### src/rtl/uart_arb_pkg.sv
// rtl/uart_arb_pkg.sv - shared types, constants and helpers for the uart_tx arbiter
package uart_arb_pkg;

  localparam int DW = 8;

  localparam logic [1:0] ST_IDLE      = 2'd0;
  localparam logic [1:0] ST_LAUNCH    = 2'd1;
  localparam logic [1:0] ST_WAIT_BUSY = 2'd2;
  localparam logic [1:0] ST_WAIT_DONE = 2'd3;

  typedef enum logic [1:0] {
    IDLE      = ST_IDLE,
    LAUNCH    = ST_LAUNCH,
    WAIT_BUSY = ST_WAIT_BUSY,
    WAIT_DONE = ST_WAIT_DONE
  } state_e;

  // Index width for n requesters; never below 1 so ports stay legal.
  function automatic int clog2(input int n);
    int r;
    r = 0;
    while ((1 << r) < n) r++;
    return (r < 1) ? 1 : r;
  endfunction

endpackage

### src/rtl/uart_tx_arbiter_rr_pick.sv
// rtl/uart_tx_arbiter_rr_pick.sv - combinational round-robin selector starting after last
module rr_pick
  import uart_arb_pkg::*;
#(
  parameter int NREQ = 4,
  parameter int IW   = clog2(NREQ)
) (
  input  logic [NREQ-1:0] req,
  input  logic [IW-1:0]   last,
  output logic            valid,
  output logic [IW-1:0]   idx
);

  int            cand_int;
  logic [IW-1:0] cand;

  // Offsets 1..NREQ so that last itself is searched at the very end.
  always_comb begin
    valid    = 1'b0;
    idx      = '0;
    cand_int = 0;
    cand     = '0;
    for (int k = 1; k <= NREQ; k++) begin
      cand_int = (int'(last) + k) % NREQ;
      cand     = cand_int[IW-1:0];
      if (!valid && req[cand]) begin
        valid = 1'b1;
        idx   = cand;
      end
    end
  end

endmodule

### src/rtl/uart_tx_arbiter.sv
// rtl/uart_tx_arbiter.sv - round-robin sharing of one uart_tx among NREQ byte producers
// Optional message lock via `UART_TX_ARBITER_LOCK_EN (adds lock[NREQ-1:0] input).
module uart_tx_arbiter
  import uart_arb_pkg::*;
#(
  parameter int NREQ = 4,
  parameter int DW   = 8,
  localparam int IW  = clog2(NREQ)
) (
  input  logic              clk,
  input  logic              rst,
  input  logic [NREQ-1:0]   req,
  input  logic [NREQ*DW-1:0] data,
`ifdef UART_TX_ARBITER_LOCK_EN
  input  logic [NREQ-1:0]   lock,
`endif
  output logic [NREQ-1:0]   ack,
  output logic              tx_start,
  output logic [DW-1:0]     tx_data,
  input  logic              tx_ready,
  output logic              busy,
  output logic [IW-1:0]     grant_id
);

  state_e          state_q, state_d;
  logic [IW-1:0]   grant_id_q, grant_id_d;
  logic [DW-1:0]   tx_data_q, tx_data_d;
  logic            tx_start_q, tx_start_d;
  logic [NREQ-1:0] ack_q, ack_d;

  logic            pick_valid;
  logic [IW-1:0]   pick_idx;
  logic            grant_ok;
  logic [IW-1:0]   win;
  logic [DW-1:0]   sel_byte;

  rr_pick #(
    .NREQ (NREQ),
    .IW   (IW)
  ) u_pick (
    .req   (req),
    .last  (grant_id_q),
    .valid (pick_valid),
    .idx   (pick_idx)
  );

`ifdef UART_TX_ARBITER_LOCK_EN
  // lock_vld_q marks that grant_id_q names a real grant, so a lock bit
  // seen right after reset cannot pin the bus to the reset value of grant_id.
  logic lock_vld_q, lock_vld_d;
  logic locked;

  assign locked = lock_vld_q && lock[grant_id_q];

  always_comb begin
    grant_ok = pick_valid;
    win      = pick_idx;
    if (locked) begin
      grant_ok = req[grant_id_q];
      win      = grant_id_q;
    end
  end

  always_comb begin
    lock_vld_d = lock_vld_q;
    if (state_q == IDLE && tx_ready && grant_ok) lock_vld_d = 1'b1;
  end

  always_ff @(posedge clk) begin
    if (rst) lock_vld_q <= 1'b0;
    else     lock_vld_q <= lock_vld_d;
  end
`else
  assign grant_ok = pick_valid;
  assign win      = pick_idx;
`endif

  always_comb begin
    sel_byte = '0;
    for (int i = 0; i < NREQ; i++) begin
      if (win == IW'(i)) sel_byte = data[i*DW +: DW];
    end
  end

  always_comb begin
    state_d    = state_q;
    grant_id_d = grant_id_q;
    tx_data_d  = tx_data_q;
    tx_start_d = 1'b0;
    ack_d      = '0;
    case (state_q)
      IDLE: begin
        // A low ready here means a foreign or leftover frame is still on the wire.
        if (tx_ready && grant_ok) begin
          grant_id_d = win;
          tx_data_d  = sel_byte;
          tx_start_d = 1'b1;
          ack_d[win] = 1'b1;
          state_d    = LAUNCH;
        end
      end
      LAUNCH:    state_d = WAIT_BUSY;
      WAIT_BUSY: if (!tx_ready) state_d = WAIT_DONE;
      WAIT_DONE: if (tx_ready)  state_d = IDLE;
      default:   state_d = IDLE;
    endcase
  end

  always_ff @(posedge clk) begin
    if (rst) begin
      state_q    <= IDLE;
      grant_id_q <= IW'(NREQ - 1);
      tx_data_q  <= '0;
      tx_start_q <= 1'b0;
      ack_q      <= '0;
    end else begin
      state_q    <= state_d;
      grant_id_q <= grant_id_d;
      tx_data_q  <= tx_data_d;
      tx_start_q <= tx_start_d;
      ack_q      <= ack_d;
    end
  end

  assign ack      = ack_q;
  assign tx_start = tx_start_q;
  assign tx_data  = tx_data_q;
  assign grant_id = grant_id_q;
  assign busy     = (state_q != IDLE);

endmodule
### config.mk
export PLATFORM = sky130hd
export DESIGN_NAME = uart_tx_arbiter
export DESIGN_NICKNAME = d
export VERILOG_FILES = /design/src/rtl/uart_arb_pkg.sv /design/src/rtl/uart_tx_arbiter_rr_pick.sv /design/src/rtl/uart_tx_arbiter.sv
export SDC_FILE = /design/constraint.sdc
export NUM_CORES = 1
export LEC_CHECK = 0
export BUFFER_PORTS_ARGS = -buffer_cell sky130_fd_sc_hd__buf_2
export CAP_MARGIN = 20
export CORE_MARGIN = 10
export CORE_UTILIZATION = 49
export CTS_BUF_LIST = sky130_fd_sc_hd__clkbuf_4
export DETAILED_ROUTE_END_ITERATION = 16
export MAX_ROUTING_LAYER = met4
export PLACE_DENSITY = 0.95
export SYNTH_ARGS = -nofsm -noshare
export SYNTH_HDL_FRONTEND = slang
export SYNTH_SLANG_ARGS = --single-unit
### constraint.sdc
create_clock -name clk -period 2.8 [get_ports clk]
set_input_delay 0.28 -clock clk [delete_from_list [all_inputs] [get_ports clk]]
set_output_delay 0.28 -clock clk [all_outputs]
set_load 0.03 [all_outputs]
==> summary.md <==
For this design the static power due to leakage is 0.0006929 uW. The logs give 2.97 ns for the endpoint required time on the critical path and 0.001942 mm2 for the area inside the core boundary. The share of total power dissipated in sequential elements is 34.6%. The first TritonRoute pass finished after 4 iterations. From synthesis to final layout, the design area changed by 31.30%. Final hold analysis gives a worst-case slack of 0.2559 ns. Clock-pin slew was measured on the worst setup and hold paths at 0.10 ns.

The complex-gate fraction of the synthesized area came out at 20.61%. For the net switching power of the design, the log shows 439.2 uW. The tightest min-delay check is of the input port to flip-flop type.

In the final layout, the share of cells above drive strength 1 is 51.68%. Data on the critical path arrives at its endpoint at 1.99 ns. The top-area cell type share of the netlist area was 34.61%; the areal power density over the cells was 764.0 mW/mm2.

The biggest area contributor in the post-synthesis netlist is sky130_fd_sc_hd__dfxtp_1. The final number of hold-violating endpoints is 0. The switching power share of the total was 44.52%; the sum of routed wire length over all layers was 2.805 mm. Across all layers, the routed design uses 923 vias. The largest single stage delay on the critical path is 0.50 ns.

During synthesis, Yosys emitted a total of 0 warnings. The flow ran to the end, and the final reports show no timing, DRC or antenna violations. The run gives 52.3% as the combinational group share of total power.

By area, the combinational part of the netlist is dominated by compound AO/OA/AOI/OAI gates. The worst setup path is of the flip-flop to flip-flop kind. The maximum level of the CTS H-tree is 1, and the portion of total power attributed to the clock network is 13.1%.

The share of the Yosys chip area taken by registers is 34.61%. The tools report the final setup TNS as 0 ns. The tools report the critical path launch point type as a flip-flop.

The post-layout minimum cycle time was 1.819 ns. Cells fill 66.49% of the core in the end. The clock net in this run drives a total of 17 sinks.

The die height works out to 64.80 um. Global routing consumed, over all layers together, 13.70% of the routing resources. The logs give 94 for the post-synthesis instance total and 0.29 ns for the latest clock arrival within the worst-skew pair.

Yosys mapped the design onto 29 distinct sky130hd cell types. The run gives 0 as the initial antenna violation count. For the internal power contribution, the log shows 547.3 uW.

In the synthesized netlist, mux cells make up 19.47% of the area. STA classifies the critical path endpoint as a flip-flop. Across the routed clock network, the largest skew measured is 0.006343 ns. The run gives 0 as the number of antenna-violating nets in the routed design. Setup repair after global routing left no endpoint under its margin. The final number of setup-violating endpoints was 0; the number of top-level design ports was 55.

In the routed layout, each cell is associated on average with a via count of 5.244. The top fanout value on the critical path works out to 21. The post-synthesis adder-cell area fraction is 5.089%, and the first-pass GRT wire length is 4.657 mm.

The synthesized netlist devotes 0% of its cell area to XOR and XNOR gates. Total nets after synthesis: 137. Of the available clock period, the critical path in the final layout requires 64.95%. The post-synthesis average cell area is 10.46 um2.

Walking the worst path, the cells encountered are a21oi_1, a31o_2, o22ai_2, buf_4, mux2i_1, o221ai_2. After clock tree synthesis, the setup repair step added 0 buffers. After detailed routing, the number of remaining DRC violations is 0.

Hold repair after CTS inserted 0 buffers. The final layout contains 193 nets. The worst IR drop on VDD was 494.1 uV. On the critical path, the stage with the largest delay is an instance of sky130_fd_sc_hd__dfxtp_1. Leaving out fill and tap cells, the most frequent cells in the layout are sky130_fd_sc_hd__buf_2, sky130_fd_sc_hd__mux2i_1, sky130_fd_sc_hd__dfxtp_1, sky130_fd_sc_hd__nand2_1. The run gives 0 as the number of resized instances in the post-cts repair step. The antenna cell count came out at 0.

The tools report the pin count of the biggest net entering global routing as 22. Synthesis inferred 17 register bits. In this run, the number of DRC markers left after iteration 0 of detailed routing was 38.

TritonCTS built the clock tree. The cell sitting at the root of the clock tree is a sky130_fd_sc_hd__clkbuf_4. The initial utilization of the core area, before any placement, comes to 50.64%.

After global routing the overflow that remains totals 0. Routability-driven placement finished with a final weighted congestion of 0.6931. Buffers placed on the I/O ports in this run total 54. In this run the horizontal extent of the chip is 64.80 um. The highest achievable clock rate is 549.9 MHz, and the total power draw is 986.5 uW.

The synthesized netlist occupies a cell area of 983.4 um2. The final count of pins violating max slew is 0, and the number of buffers on the longest clock path is 2. The tool flagged a number of max-cap violations equal to 0. Average wire per cell in the routed design: 15.94 um.

The area enclosed by the die boundary came out at 0.004199 mm2. By area the synthesized netlist is led by sky130_fd_sc_hd__dfxtp_1, sky130_fd_sc_hd__mux2i_1, sky130_fd_sc_hd__o221ai_2. The logs give 1102 for the via count of the first global-routing pass and 16 for the number of rows in the core area.

The pre-CTS worst setup slack is 1.019 ns, and the post-layout worst setup margin is 0.9814 ns. The slew at the pin closest to its max-slew limit was 0.4802 ns. The total CTS buffers is 3, and the area share of and/or/nand/nor cells after synthesis is 15.14%. The library cell used most frequently in the layout, excluding fill and tap cells, is sky130_fd_sc_hd__buf_2. Measured against its own limit, the worst slew margin works out to 67.88%. Once detailed placement completed, the half-perimeter wirelength came to 2.282 mm.
critical path, delay by kind of cell (launching register included):
kind	cells	cell delay, ns
AOI/OAI and AO/OA	4	0.60
DFF	1	0.50
buffers and inverters	1	0.32
muxes	1	0.28
cells in the mapped netlist (all sizes together):
cell type,instances
nand2b,1
a21oi,1
a211oi,2
nor3b,1
ha,4
dfxtp,17
mux2i,18
inv,5
nand3b,1
nand3,1
nand2,10
o22ai,2
mux2,1
nor3,1
buf,4
a31o,1
nor2,9
or4,1
and3,1
o21ai,1
a31oi,1
o221ai,8
nor2b,1
a211o,2
logic make-up after synthesis:
family                     after synthesis
AOI/OAI and AO/OA                       18
adders and majority gates                4
buffers and inverters                    9
DFF                                     17
muxes                                   19
and+or+nand+nor                         27
power by group through the flow:
stage                     sequential [uW]  clock (uW)  combinational [uW]
after floorplan                       432           0                 300
after global placement                342           0                 496
after detailed placement              344           0                 517
after CTS                             341         134                 520
after global routing                  350         149                 557
final                                 342         129                 516
routing by layer:
layer  global-route usage (%)  routed length [um]
met1                    12.63                1023
met2                    25.62                1581
met3                    3.608                 122
met4                    6.417                  77
met5                        -                   0
cell type report:
class	count	area, um2
tap	27	33.78
sequential	17	340.3
timing repair buffer	55	277.8
multi-input combinational	68	593.1
fill	160	650.6
inverter	5	18.77
clock buffer	3	22.52
clock inverter	1	5.005
registers in the layout, summed over array words and instances, names as in the netlist:
name      flops
ack           4
grant_id      2
state_q       2
tx_data       8
tx_start      1
final timing paths:
kind	startpoint	to	slack, ns	cells after the start
hold reg to reg	tx_data[5]	tx_data[5]	0.48	2
setup / recovery	grant_id[1]	tx_data[7]	0.98	6
setup reg to reg	grant_id[1]	tx_data[7]	0.98	6
hold / removal	rst	state_q[1]	0.26	2
through the flow:
step | std cells | cell area, um2
after global routing | 176 | 1291
after global placement | 172 | 1264
after floorplan | 94 | 983.4
final | 176 | 1291
after CTS | 176 | 1291
after detailed placement | 172 | 1264
No activity file was read; power rests on OpenSTA's default activity.
